**src/rtl/mda_pkg.sv**
```systemverilog
// Shared types and constants for the MDA CPU-side video memory port.
package mda_pkg;

   typedef enum logic [1:0] {
      IDLE      = 2'd0,
      WAIT_SLOT = 2'd1,
      ACCESS    = 2'd2,
      HOLD      = 2'd3
   } vram_state_t;

   localparam logic [4:0] MDA_MEM_BASE      = 5'b10110;
   localparam logic [7:0] VRAM_TIMEOUT_DATA = 8'hFF;

   // True when the upper ISA address bits select the B0000-B7FFF window and no DMA owns the bus.
   function automatic logic in_window(input logic [4:0] a_hi, input logic aen);
      return (a_hi == MDA_MEM_BASE) && !aen;
   endfunction

endpackage

```
**src/rtl/mda_strobe_sync.sv**
```systemverilog
// Two-flop synchroniser for an active-low ISA strobe, plus a one-cycle pulse on its
// synchronised falling edge.
module mda_strobe_sync (
   input  logic clk,
   input  logic rst_n,
   input  logic strobe_l,
   output logic sync_l,
   output logic fall
);

   logic meta_r;
   logic sync_r;
   logic prev_r;

   // Synchroniser chain plus one delayed copy for edge detection
   always_ff @(posedge clk) begin
      if (!rst_n) begin
         meta_r <= 1'b1;
         sync_r <= 1'b1;
         prev_r <= 1'b1;
      end else begin
         meta_r <= strobe_l;
         sync_r <= meta_r;
         prev_r <= sync_r;
      end
   end

   assign sync_l = sync_r;
   assign fall   = prev_r & ~sync_r;

endmodule

```
**src/rtl/mda_isa_vram.sv**
```systemverilog
// MDA CPU-side VRAM port: ISA decode, slot-aligned access, wait-state generation.
// Optional macro MDA_VRAM_READBACK_EN enables CPU reads; without it VRAM is write-only.
module mda_isa_vram
   import mda_pkg::*;
#(
   parameter int VRAM_AWIDTH = 12,
   parameter int MAX_WAIT    = 63
) (
   input  logic        clk,
   input  logic        rst_n,
   input  logic [19:0] bus_a,
   input  logic [7:0]  bus_d,
   input  logic        bus_memr_l,
   input  logic        bus_memw_l,
   input  logic        bus_aen,
   output logic [7:0]  bus_out,
   output logic        bus_dir,
   output logic        bus_rdy,
   input  logic        isa_op_enable,
   input  logic [18:0] pixel_addr,
   output logic [18:0] ram_a,
   input  logic [7:0]  ram_d,
   output logic [7:0]  ram_dout,
   output logic        ram_we_l
);

   localparam int WCW = $clog2(MAX_WAIT + 1);

   vram_state_t state_r, state_nxt;
   logic [18:0]    addr_r;
   logic [7:0]     data_r;
   logic           op_write_r;
   logic [WCW-1:0] wait_cnt_r;
   logic           bus_rdy_r, bus_rdy_nxt;
   logic           ram_we_l_r, ram_we_l_nxt;
   logic [7:0]     ram_dout_r, ram_dout_nxt;

   logic w_sync_s, w_fall_s, r_sync_s, r_fall_s;
   logic cs_s, wr_req_s, rd_req_s, timeout_s, op_sync_s;
   logic unused_bits;

   mda_strobe_sync u_sync_w (.clk(clk), .rst_n(rst_n), .strobe_l(bus_memw_l), .sync_l(w_sync_s), .fall(w_fall_s));
   mda_strobe_sync u_sync_r (.clk(clk), .rst_n(rst_n), .strobe_l(bus_memr_l), .sync_l(r_sync_s), .fall(r_fall_s));

   assign cs_s      = in_window(bus_a[19:15], bus_aen);
   assign wr_req_s  = cs_s & w_fall_s;
   assign timeout_s = (wait_cnt_r == WCW'(MAX_WAIT - 1));

`ifdef MDA_VRAM_READBACK_EN
   // A write falling in the same cycle wins over the read
   assign rd_req_s    = cs_s & r_fall_s & ~wr_req_s;
   assign op_sync_s   = op_write_r ? w_sync_s : r_sync_s;
   assign unused_bits = ^bus_a;
`else
   assign rd_req_s    = 1'b0;
   assign op_sync_s   = w_sync_s;
   assign unused_bits = ^{bus_a, ram_d, r_fall_s, r_sync_s};
`endif

   // State register
   always_ff @(posedge clk) begin
      if (!rst_n) begin
         state_r <= IDLE;
      end else begin
         state_r <= state_nxt;
      end
   end

   // Next-state logic
   always_comb begin
      state_nxt = state_r;
      case (state_r)
         IDLE: begin
            if (wr_req_s || rd_req_s) state_nxt = WAIT_SLOT;
            else                      state_nxt = IDLE;
         end
         WAIT_SLOT: begin
            if (isa_op_enable)  state_nxt = ACCESS;
            else if (timeout_s) state_nxt = HOLD;
            else                state_nxt = WAIT_SLOT;
         end
         ACCESS: state_nxt = HOLD;
         HOLD: begin
            if (op_sync_s) state_nxt = IDLE;
            else           state_nxt = HOLD;
         end
         default: state_nxt = IDLE;
      endcase
   end

   // Output logic: VRAM address mux and next values of the registered outputs
   always_comb begin
      ram_a        = pixel_addr;
      bus_rdy_nxt  = !((state_nxt == WAIT_SLOT) || (state_nxt == ACCESS));
      ram_we_l_nxt = 1'b1;
      ram_dout_nxt = 8'h00;
      if (state_r == ACCESS) ram_a = addr_r;
      else                   ram_a = pixel_addr;
      if ((state_r == WAIT_SLOT) && (state_nxt == ACCESS) && op_write_r) begin
         ram_we_l_nxt = 1'b0;
         ram_dout_nxt = data_r;
      end else begin
         ram_we_l_nxt = 1'b1;
         ram_dout_nxt = 8'h00;
      end
   end

   // Request capture: address, data and direction latched on the accepted strobe edge
   always_ff @(posedge clk) begin
      if (!rst_n) begin
         addr_r     <= 19'h00000;
         data_r     <= 8'h00;
         op_write_r <= 1'b0;
      end else if ((state_r == IDLE) && (wr_req_s || rd_req_s)) begin
         addr_r     <= 19'(bus_a[VRAM_AWIDTH-1:0]);
         data_r     <= bus_d;
         op_write_r <= wr_req_s;
      end
   end

   // Wait-state counter, saturating, cleared whenever the bus is ready
   always_ff @(posedge clk) begin
      if (!rst_n) begin
         wait_cnt_r <= '0;
      end else if (bus_rdy_r) begin
         wait_cnt_r <= '0;
      end else if (wait_cnt_r != WCW'(MAX_WAIT)) begin
         wait_cnt_r <= wait_cnt_r + WCW'(1);
      end
   end

   // Registered bus/RAM control outputs
   always_ff @(posedge clk) begin
      if (!rst_n) begin
         bus_rdy_r  <= 1'b1;
         ram_we_l_r <= 1'b1;
         ram_dout_r <= 8'h00;
      end else begin
         bus_rdy_r  <= bus_rdy_nxt;
         ram_we_l_r <= ram_we_l_nxt;
         ram_dout_r <= ram_dout_nxt;
      end
   end

   assign bus_rdy  = bus_rdy_r;
   assign ram_we_l = ram_we_l_r;
   assign ram_dout = ram_dout_r;

`ifdef MDA_VRAM_READBACK_EN
   logic [7:0] bus_out_r, bus_out_nxt;
   logic       bus_dir_r, bus_dir_nxt;

   // Read capture: VRAM data after the slot, or the timeout pattern when the slot never came
   always_comb begin
      bus_out_nxt = bus_out_r;
      bus_dir_nxt = bus_dir_r;
      if ((state_r == ACCESS) && !op_write_r) begin
         bus_out_nxt = ram_d;
         bus_dir_nxt = 1'b1;
      end else if ((state_r == WAIT_SLOT) && (state_nxt == HOLD) && !op_write_r) begin
         bus_out_nxt = VRAM_TIMEOUT_DATA;
         bus_dir_nxt = 1'b1;
      end else if ((state_r == HOLD) && (state_nxt == IDLE)) begin
         bus_dir_nxt = 1'b0;
      end else begin
         bus_dir_nxt = bus_dir_r;
      end
   end

   // Read data and direction registers
   always_ff @(posedge clk) begin
      if (!rst_n) begin
         bus_out_r <= 8'h00;
         bus_dir_r <= 1'b0;
      end else begin
         bus_out_r <= bus_out_nxt;
         bus_dir_r <= bus_dir_nxt;
      end
   end

   assign bus_out = bus_out_r;
   assign bus_dir = bus_dir_r;
`else
   assign bus_out = 8'h00;
   assign bus_dir = 1'b0;
`endif

endmodule

```
**config.mk**
```make
export PLATFORM = sky130hd
export DESIGN_NAME = mda_isa_vram
export DESIGN_NICKNAME = d
export VERILOG_FILES = /design/src/rtl/mda_pkg.sv /design/src/rtl/mda_strobe_sync.sv /design/src/rtl/mda_isa_vram.sv
export SDC_FILE = /design/constraint.sdc
export NUM_CORES = 1
export LEC_CHECK = 0
export ABC_CLOCK_PERIOD_IN_PS = 2400
export BUFFER_PORTS_ARGS = -buffer_cell sky130_fd_sc_hd__buf_4
export CAP_MARGIN = 20
export CORE_MARGIN = 4
export CORE_UTILIZATION = 37
export CTS_CLUSTER_SIZE = 20
export DETAILED_ROUTE_END_ITERATION = 12
export PLACE_DENSITY_LB_ADDON = 0.12
export REMOVE_ABC_BUFFERS = 1
export SLEW_MARGIN = 30
export SYNTH_ARGS = -nofsm -noshare
export SYNTH_HDL_FRONTEND = slang
export SYNTH_SLANG_ARGS = --single-unit
```
**constraint.sdc**
```tcl
create_clock -name clk -period 2.4 [get_ports clk]
set_input_delay 0.36 -clock clk [delete_from_list [all_inputs] [get_ports clk]]
set_output_delay 0.36 -clock clk [all_outputs]
set_load 0.03 [all_outputs]
```
== Word-level counts from Yosys, hierarchy flattened ==
Cells that the tools add are included.
Widths: inputs -> output; s select.

* Muxes and demuxes: 7
* Bitwise operators: 4
* Shift-type cells: 0
* Divide/modulo/power cells: 0
* Reductions and logical operators: 10
* Add/subtract/negate cells: 1
* $mul: 0
* Magnitude comparators: 0
* Equality and inequality tests: 8

{| class="wikitable"
|+ Operators with widths
! kind !! count
|-
| $mux 19 || 1
|-
| $pmux 2 s4 || 1
|-
| $add 6x1->6 const B || 1
|-
| $eq 2x2->1 const B || 3
|-
| $eq 6x6->1 const B || 1
|-
| $mux 2 || 3
|-
| $ne 6x6->1 const B || 1
|-
| $eq 5x5->1 const B || 1
|-
| $eq 2x1->1 const B || 2
|-
| $logic_and 1x1->1 || 4
|-
| $and 1x1->1 || 2
|-
| $logic_not 1->1 || 2
|-
| $logic_not 2->1 || 1
|-
| $mux 1 || 2
|-
| $not 1->1 || 2
|-
| $reduce_and 2->1 || 1
|-
| $reduce_or 2->1 || 1
|-
| $logic_or 1x1->1 || 1
|}

* Bits in latches: 0
* Memories: 0
* Input port bits: 61
* Memory bits (writable): 0
* Register bits: 42
* Output and inout port bits: 38
* ROM bits: 0

== Longest topological paths before layout ==
Gate-level depths: netlist (run 1).

* Depth in word-level cells: 9
* Gate-level depth with buffers: 9
* Gate-level depth less buffers: 7

== Cells and area by module ==
A second synthesis (run 1) with hierarchy kept.

* Cells, all modules: 199
* Area, all modules: 1903.1 um^2

{| class="wikitable"
|+ By module, submodules not included
! module !! cells an instance !! sequential area each (um^2) !! area each (um^2) !! instances
|-
| mda_isa_vram || 192 || 780.7 || 1818.0 || 1
|-
| mda_strobe_sync || 7 || 60.1 || 85.1 || 1
|}

== Least setup slack after synthesis (run 1) ==
No wires, ideal clock.

* Path kind: register to register
* Start: reg state_r[1]
* End: reg ram_dout_r[0], in the netlist ram_dout[0]
* Arrival: 1.715 ns
* Data required time: 2.285 ns
* Buffers on the path: 3
* Stages on the path, launching flop included: 10
* Setup slack: 0.570 ns
* Cells stage by stage: dfxtp_1 nor4_1 and4bb_1 buf_6 buf_12 nor3_1 ha_1 and4_1 clkbuf_1 and2_1

* Longest elaborated chain between the ends: 6
* Elaborated cells on any way between the ends: 9
* Those cells by class: eq/ne: 4; mux: 1; reduce/logical: 4

{| class="wikitable"
|+ RTL lines
! what !! RTL line !! RTL
|-
| start, declared || mda_isa_vram.sv:29 || <nowiki>vram_state_t state_r, state_nxt;</nowiki>
|-
| start signal, assigned || mda_isa_vram.sv:65 || <nowiki>state_r <= state_nxt;</nowiki>
|-
| $eq 2x2->1 (tied with other cells) || mda_isa_vram.sv:72 || <nowiki>case (state_r)</nowiki>
|-
| $pmux 2 s4 || mda_isa_vram.sv:72 ||
|-
| $eq 2x2->1 || mda_isa_vram.sv:99 || <nowiki>if ((state_r == WAIT_SLOT) && (state_nxt == ACCESS) && op_write_r) begin</nowiki>
|-
| $logic_and 1x1->1 (*) (2 in series) || mda_isa_vram.sv:99 ||
|-
| $reduce_and 2->1 (no source line) (*) || -- ||
|-
| end signal, assigned || mda_isa_vram.sv:141 || <nowiki>ram_dout_r <= ram_dout_nxt;</nowiki>
|-
| end, declared || mda_isa_vram.sv:36 || <nowiki>logic [7:0] ram_dout_r, ram_dout_nxt;</nowiki>
|}

Mark *: on every way between the ends. The rest lies on a longest branch, timed or not.
A chain may end at the register's enable or synchronous reset.

== Worst setup path after layout (run 1) ==
* Start: reg state_r[0]
* End: out ram_a[11]

* Longest elaborated chain between the ends: 2

{| class="wikitable"
|+ RTL lines
! what !! RTL line !! RTL
|-
| $eq 2x2->1 || mda_isa_vram.sv:97 || <nowiki>if (state_r == ACCESS) ram_a = addr_r;</nowiki>
|-
| $mux 19 || mda_isa_vram.sv:97 ||
|-
| end, declared || mda_isa_vram.sv:21 || <nowiki>output logic [18:0] ram_a,</nowiki>
|}

No other way between the ends.

==> impl_metrics.tcl, run 1 <==
set metrics [dict create \
    status "complete, no violations" \
    ir_drop_v 0.000349 \
    grt_overflow 0 \
    max_freq_ghz 0.520 \
    area_growth_syn_to_layout_pct 36.8 \
    synth_area_leader_cell "dfxtp_1" \
    use_met3 0.0542 \
    die_w_um 79.6 \
    min_path_type "input port to flip-flop" \
    firstDrtPassIters 4 \
    fin_util 0.536 \
    ant_nets 0 \
    ys_seq_area_frac 0.443 \
    finalSetupViolCount 0 \
    initial_utilization 0.391 \
    dieArea_mm2 0.00634 \
    p_leak_nw 1.12 \
    io_buffers 77 \
    clock_skew_ns 0.00347 \
    dp_cells 333 \
    synth-seq-cells 42 \
    required_ns 2.04 \
    use_met2 0.195 \
    antenna_cells 0 \
    clkSlewWorstSetupHoldPaths_ns 0.08 \
    synth_flop_cell "dfxtp_1" \
    busiest_layer "met2" \
    ctsHoldBuffers 0 \
    cts_buffers 5 \
    grt_start_max_net_pins 32 \
    cts_max_level 2 \
    coreArea_mm2 0.00485 \
    synth_cells 198 \
    cts_setup_buffers 0 \
    vias 1542 \
    wl_mm 3.89 \
    insertion_delay_ns 0.28 \
    post_synth.cell_area_avg_um2 9.59 \
    grt_use_met1 0.146 \
    cts_sinks 42 \
    grt_usage 0.121 \
    cp_max_fo 19 \
    crit_type "flip-flop to output pin" \
    viasPerCell 4.52 \
    die_y_um 79.6 \
    setup_tns_ns 0 \
    final_cells 341 \
    drive_gt1_frac 0.369 \
    async_flop_share 0 \
    yosysWarnings 0 \
    rows 25 \
    hold_viol_final 0 \
    grt_pass1_wl_mm 6.09 \
    wl_per_cell_um 11.4 \
    drv_slew 0 \
    syn-cell-area_mm2 0.00190 \
    ios 99 \
    crit_arrival_ns 1.56 \
    period_share 0.801 \
    drcViolationCount 0 \
    yosys.area.top_type_share 0.443 \
    synth_edf_count 0 \
    clock_path_buffers 2 \
    rsz0062_at_grt "false" \
    synth_area_leaders "dfxtp_1, mux2i_1, nand2_1" \
    maxCapViolations 0 \
    dp_hpwl_mm 2.95 \
    grt_pass1_vias 1358 \
    critPathLaunchType "flip-flop" \
    root_buffer "clkbuf_8" \
    cts_tree "done" \
    gp_congestion 0.678 \
    total_power_mw 1.54 \
    synth_commonest_cells "nand2_1, dfxtp_1, mux2i_1" \
    antenna_found_initial 0 \
    crit_path_end_kind "output pin" \
    ys_types 33 \
    cellPowerDensity_mw_per_mm2 592 \
    drtIter0Drc 64 \
    period_needed_ns 1.92 \
    layout.nets 337 \
    yosysMostFrequentCell "nand2_1" \
    post_cts_resized 0 \
]
[layout make-up]
type	count	area, µm²
Fill cell	454	2250
Multi-Input combinational cell	141	923
Sequential cell	42	841
Timing Repair Buffer	80	601
Tap cell	67	83.8
Clock buffer	5	68.8
Clock inverter	3	68.8
Inverter	3	11.3
[metrics by stage]
step	hold slack, ns	worst slack [ns]	cell area, µm²
6_report	0.250	0.477	2600
5_1_grt	0.252	0.387	2600
4_1_cts	0.239	0.458	2600
3_5_place_dp	0.398	0.640	2460
3_3_place_gp	0.393	0.644	2460
2_1_floorplan	0.386	0.0970	1780
[path summary, 6_finish.rpt]
check / from / endpoint / slack (ns) / cells after the start
max: state_r[0] / ram_a[11] / 0.48 / 4
max reg2reg: wait_cnt_r[0] / ram_dout[0] / 0.68 / 7
min: bus_memw_l / u_sync_w.meta_r / 0.25 / 2
min reg2reg: u_sync_w.meta_r / u_sync_w.sync_l / 0.42 / 1
[where the power goes]
part,internal [mW],leakage [nW],total (mW),switching (mW)
sequential,0.699,0.339,0.700,0.000984
clock,0.417,0.0683,0.658,0.241
combinational,0.0886,0.708,0.181,0.0927
[registers in the layout (all words and copies together) (netlist names), 2 cells and up]
| register | flops |
|---|---|
| addr_r | 12 |
| data_r | 8 |
| ram_dout | 8 |
| wait_cnt_r | 6 |
| state_r | 2 |
[worst max-delay path: stages (launching register included)]
cell	delay, ns
dfxtp_1	0.39
nand2b_1	0.12
buf_4	0.23
mux2_2	0.36
buf_4	0.17
[logic make-up after synthesis]
| kind of cell | Yosys count | synth area share |
|---|---|---|
| buffers and inverters | 23 | 0.0864 |
| xor gates and xnor gates | 1 | 0.00462 |
| adders and majority gates | 3 | 0.0198 |
| other | 1 | 0.00198 |
| DFF | 42 | 0.443 |
| AOI/OAI and AO/OA | 12 | 0.0435 |
| muxes | 33 | 0.183 |
| and+or+nand+nor | 83 | 0.218 |
[metal layers]
metal / up-vias / wire (µm)
met1: 693 / 1650
met3: 5 / 434
li1: 787 / -
met2: 57 / 1770
met4: 0 / 31
met5: - / 0
[layout by cell type, fill, tap and decap left out, types with 2 or more instances in the layout]
cell / Yosys / routed
buf_4: 9 / 80
bufinv_16: 0 / 2
ha_1: 3 / 3
nor2_1: 4 / 4
a31oi_1: 4 / 4
mux2i_1: 20 / 20
nand3_1: 3 / 3
nand2_1: 43 / 43
a211oi_1: 2 / 2
dfxtp_1: 42 / 42
clkbuf_8: 0 / 5
and2_1: 16 / 16
mux2_2: 13 / 13
inv_1: 3 / 3
and4b_1: 2 / 2
conb_1: 1 / 9
nor3_1: 2 / 2
nand2b_1: 7 / 7
(Power assumes the default switching activity.)
==> run 2, diff against run 1 <==
--- a/config.mk
+++ b/config.mk
@@ -5,7 +5,7 @@
 export SDC_FILE = /design/constraint.sdc
 export NUM_CORES = 1
 export LEC_CHECK = 0
-export ABC_CLOCK_PERIOD_IN_PS = 2400
+export ABC_CLOCK_PERIOD_IN_PS = 1800
 export BUFFER_PORTS_ARGS = -buffer_cell sky130_fd_sc_hd__buf_4
 export CAP_MARGIN = 20
 export CORE_MARGIN = 4
==> constraint.sdc (replaced) <==
create_clock -name clk -period 1.8 [get_ports clk]
set_input_delay 0.27 -clock clk [delete_from_list [all_inputs] [get_ports clk]]
set_output_delay 0.27 -clock clk [all_outputs]
set_load 0.03 [all_outputs]
==> impl_metrics.tcl, run 2 (same netlist as run 1, synthesis figures left out) <==
set metrics [dict create \
    status "complete, no violations" \
    fillers 448 \
    wl_mm 4.09 \
    fin_util 0.541 \
    ctsHoldBuffers 0 \
    clkSlewWorstSetupHoldPaths_ns 0.09 \
    coreArea_mm2 0.00485 \
    crit_path_end_kind "output pin" \
    r2r_cells 6 \
    switchingPower_uw 481 \
    max_freq_ghz 0.573 \
    dp_hpwl_mm 2.96 \
    crit_type "flip-flop to output pin" \
    initial_utilization 0.391 \
    antenna_cells 0 \
    r2r_end "ram_dout[0]" \
    largest_reg_flops 12 \
    gp_congestion 0.764 \
    hold_viol_final 0 \
    viasPerCell 4.50 \
    routed.top_layer "met4" \
    die_w_um 79.6 \
    rsz0062_at_grt "false" \
    cts_max_level 2 \
    ant_nets 0 \
    wl_met1_mm 1.76 \
    drive_gt1_frac 0.387 \
    wl_per_cell_um 11.8 \
    finalSetupViolCount 0 \
    drv_slew 0 \
    required_ns 1.53 \
    insertion_delay_ns 0.29 \
    root_buffer "clkbuf_8" \
    grt_start_max_net_pins 30 \
    cp_max_fo 7 \
    hold_path_depth 2 \
    cts_sinks 42 \
    cellPowerDensity_mw_per_mm2 695 \
    grt_usage 0.129 \
    period_share 0.969 \
    layout.nets 342 \
    grt_pass1_vias 1462 \
    wl_met3_um 391 \
    antenna_found_initial 0 \
    setup_ws_ns 0.0557 \
    cts_tree "done" \
    dieArea_mm2 0.00634 \
    die_y_um 79.6 \
    p_comb_frac 0.135 \
    hold_end "u_sync_w.meta_r" \
    drtIter0Drc 52 \
    ios 99 \
    clock_skew_ns 0.00903 \
    place_ws_ns 0.0925 \
    r2r_slack_ns 0.11 \
    switching_share 0.264 \
    r2r-start "state_r[0]" \
    vias 1556 \
    pwr-share-clk 0.353 \
    met2_length_mm 1.89 \
    period_needed_ns 1.74 \
    drcViolationCount 0 \
    cts_buffers 5 \
    mostFrequentLayoutCells "buf_4, nand2_1, dfxtp_1, mux2i_1, and2_1" \
    clock_path_buffers 2 \
    whs_ns 0.154 \
    io_buffers 77 \
    p_int_mw 1.34 \
    grt_pass1_wl_mm 6.43 \
    maxCapViolations 0 \
    rows 25 \
    firstDrtPassIters 4 \
    regMostFlops "addr_r" \
    area_growth_syn_to_layout_pct 38.2 \
    p_leak_nw 1.13 \
    ir_drop_v 0.000631 \
    final_common_cell "buf_4" \
    grt_overflow 0 \
    critPathLaunchType "flip-flop" \
    min_path_type "input port to flip-flop" \
    crit_arrival_ns 1.47 \
    seqPwrFrac 0.512 \
    worstHoldStart "bus_memw_l" \
]
## run 2: changes by cell type in the layout (fill, tap and decap cells not counted), sizes merged
cell,before,now
bufinv,2,0
inv,3,5
buf,80,85
## run 2: how the worst max path moves through the flow
stage | from | end | cells after the start
5_1_grt | state_r[1] | ram_a[4] | 5
2_1_floorplan | state_r[1] | ram_dout[0] | 6
3_3_place_gp | state_r[0] | ram_dout[5] | 6
3_5_place_dp | state_r[0] | ram_dout[0] | 6
4_1_cts | state_r[0] | ram_a[10] | 4
6_report | state_r[1] | ram_a[3] | 5
## run 2: timing repair
item	4_1_cts	5_1_grt
hold endpoints to repair	0	0
cloned	1	0
buffers inserted	0	0
endpoints found under the setup margin	12	12
gates resized for setup	4	4
## run 2: routing by layer
| metal | vias up | global-route usage |
|---|---|---|
| met1 | 690 | 0.149 |
| met2 | 60 | 0.217 |
| li1 | 800 | - |
| met3 | 6 | 0.0497 |
| met4 | 0 | 0.0464 |
| met5 | - | 0 |
## run 2: power groups by stage
| stage | Sequential (mW) | Combinational [mW] | Clock [mW] |
|---|---|---|---|
| 2_1_floorplan | 0.955 | 0.108 | 0 |
| 3_3_place_gp | 0.955 | 0.243 | 0 |
| 3_5_place_dp | 0.955 | 0.246 | 0 |
| 4_1_cts | 0.933 | 0.246 | 0.669 |
| 5_1_grt | 0.934 | 0.264 | 0.720 |
| 6_report | 0.933 | 0.246 | 0.644 |
## run 2: cell type report
class,instances,area [µm²],area share
Clock buffer,5,68.8,0.0262
Clock inverter,3,28.8,0.0110
Inverter,3,11.3,0.00429
Multi-Input combinational cell,141,931,0.355
Sequential cell,42,842,0.321
Tap cell,67,83.8,0.0320
Timing Repair Buffer,85,657,0.250
## run 2: stage by stage
stage	instance area, µm²	cells	power [mW]	setup TNS [ns]
finish	2620	346	1.82	0
floorplan	1780	186	1.06	-4.71
global route	2620	346	1.92	0
CTS	2610	346	1.85	0
global placement	2490	337	1.20	0
detailed placement	2490	337	1.20	0
## run 2: critical path, cell delays in order, from the launching register on
cell      delay, ns
dfxtp_1        0.32
buf_4          0.15
nand2b_4       0.08
buf_8          0.13
mux2_2         0.33
buf_4          0.17
==> run 3, diff against run 2 <==
--- a/config.mk
+++ b/config.mk
@@ -8,7 +8,6 @@
 export ABC_CLOCK_PERIOD_IN_PS = 1800
 export BUFFER_PORTS_ARGS = -buffer_cell sky130_fd_sc_hd__buf_4
 export CAP_MARGIN = 20
-export CORE_MARGIN = 4
 export CORE_UTILIZATION = 37
 export CTS_CLUSTER_SIZE = 20
 export DETAILED_ROUTE_END_ITERATION = 12
==> impl_metrics.tcl, run 3 (same netlist as run 1, synthesis figures left out) <==
set metrics [dict create \
    initial_utilization 0.394 \
    status "complete, no violations" \
    dieArea_mm2 0.00542 \
    hold_end "u_sync_w.meta_r" \
    cts_tree "done" \
    r2r_end "ram_dout[0]" \
    placed_cell_area_mm2 0.00249 \
    grt_overflow 0 \
    root_buffer "clkbuf_8" \
    clkSlewWorstSetupHoldPaths_ns 0.08 \
    critPathLaunchType "flip-flop" \
    crit_path_end_kind "output pin" \
    ir_drop_v 0.000479 \
    cts_buffers 5 \
    hold_path_depth 2 \
    ant_nets 0 \
    min_path_type "input port to flip-flop" \
    insertion_delay_ns 0.29 \
    clock_path_buffers 2 \
    coreArea_mm2 0.00482 \
    largest_reg_flops 12 \
    worstHoldStart "bus_memw_l" \
    firstDrtPassIters 4 \
    ctsHoldBuffers 0 \
    drtIter0Drc 32 \
    layout.nets 342 \
    required_ns 1.53 \
    hold_viol_final 0 \
    area_growth_syn_to_layout_pct 41.3 \
    final_common_cell "buf_4" \
    antenna_found_initial 0 \
    regMostFlops "addr_r" \
    clock_skew_ns 0.00515 \
    vias 1527 \
    grt_start_max_net_pins 31 \
    die_y_um 73.6 \
    grt_pass1_wl_mm 6.00 \
    mostFrequentLayoutCells "buf_4, nand2_1, dfxtp_1, mux2i_1, and2_1" \
    crit_type "flip-flop to output pin" \
    place_ws_ns 0.140 \
    period_share 0.981 \
    total_power_mw 1.81 \
    grt_pass1_vias 1335 \
    setup_ws_ns 0.0338 \
    rows 25 \
    period_needed_ns 1.77 \
    dp_hpwl_mm 2.75 \
    wl_per_cell_um 11.4 \
    max_freq_ghz 0.566 \
    r2r-start "state_r[0]" \
    p_leak_nw 1.15 \
    antenna_cells 0 \
    grt_usage 0.148 \
    die_w_um 73.6 \
    fin_area_mm2 0.00268 \
    fillers 456 \
    cts_sinks 42 \
    rsz0062_at_grt "true" \
    drcViolationCount 0 \
    wl_mm 3.93 \
    cellPowerDensity_mw_per_mm2 674 \
    drv_slew 0 \
    r2r_slack_ns 0.17 \
    maxCapViolations 0 \
    finalSetupViolCount 0 \
    r2r_cells 6 \
    crit_arrival_ns 1.50 \
    cp_max_fo 8 \
    ios 99 \
    drive_gt1_frac 0.391 \
    gp_congestion 0.774 \
    cts_max_level 2 \
    viasPerCell 4.41 \
    io_buffers 77 \
]
[run 3: worst max path at each step]
stage / slack (ns) / cells past startpoint / from / end
6_report: 0.03 / 5 / state_r[1] / ram_a[6]
5_1_grt: -0.02 / 5 / state_r[1] / ram_a[1]
4_1_cts: 0.0002 / 5 / state_r[1] / ram_a[5]
3_5_place_dp: 0.14 / 7 / bus_a[18] / ram_dout[6]
3_3_place_gp: 0.14 / 6 / state_r[0] / ram_dout[4]
2_1_floorplan: -0.50 / 6 / state_r[1] / ram_dout[0]
[run 3: area by class of cell]
cell class,count,area (µm²),area share
Clock buffer,5,68.8,0.0257
Clock inverter,3,23.8,0.00887
Inverter,3,11.3,0.00420
Multi-Input combinational cell,141,935,0.349
Sequential cell,42,843,0.315
Tap cell,67,83.8,0.0313
Timing Repair Buffer,85,716,0.267
[run 3: per-stage QoR]
stage	instances	hold WS [ns]	TNS (ns)	utilization
global placement	336	0.391	0	0.518
finish	346	0.153	0	0.557
global route	346	0.153	-0.0985	0.557
floorplan	186	0.343	-4.71	-
CTS	346	0.144	0	0.550
detailed placement	336	0.397	0	0.518
[run 3: critical path, cell delays in order, from the launching register on]
cell	delay [ns]
dfxtp_2	0.33
buf_4	0.15
nand2b_4	0.11
buf_12	0.14
mux2_2	0.34
buf_6	0.14
[run 3: per-layer routing]
layer,track usage,up-vias,wire [µm]
met4,0.0513,0,52
met5,0,-,0
met1,0.183,681,1800
li1,-,798,-
met2,0.241,42,1890
met3,0.0480,6,192
[run 3: power breakdown]
| part | leakage [nW] | switching (mW) | internal (mW) |
|---|---|---|---|
| logic | 0.771 | 0.127 | 0.129 |
| registers | 0.340 | 0.00148 | 0.931 |
| clock network | 0.0408 | 0.341 | 0.277 |
[run 3: what timing repair did]
| action | CTS | global route |
|---|---|---|
| resized for setup | 8 | 9 |
| endpoints found under the setup margin | 12 | 9 |
| pin swaps | 0 | 0 |
| buffers inserted | 1 | 0 |
| cloned | 1 | 0 |
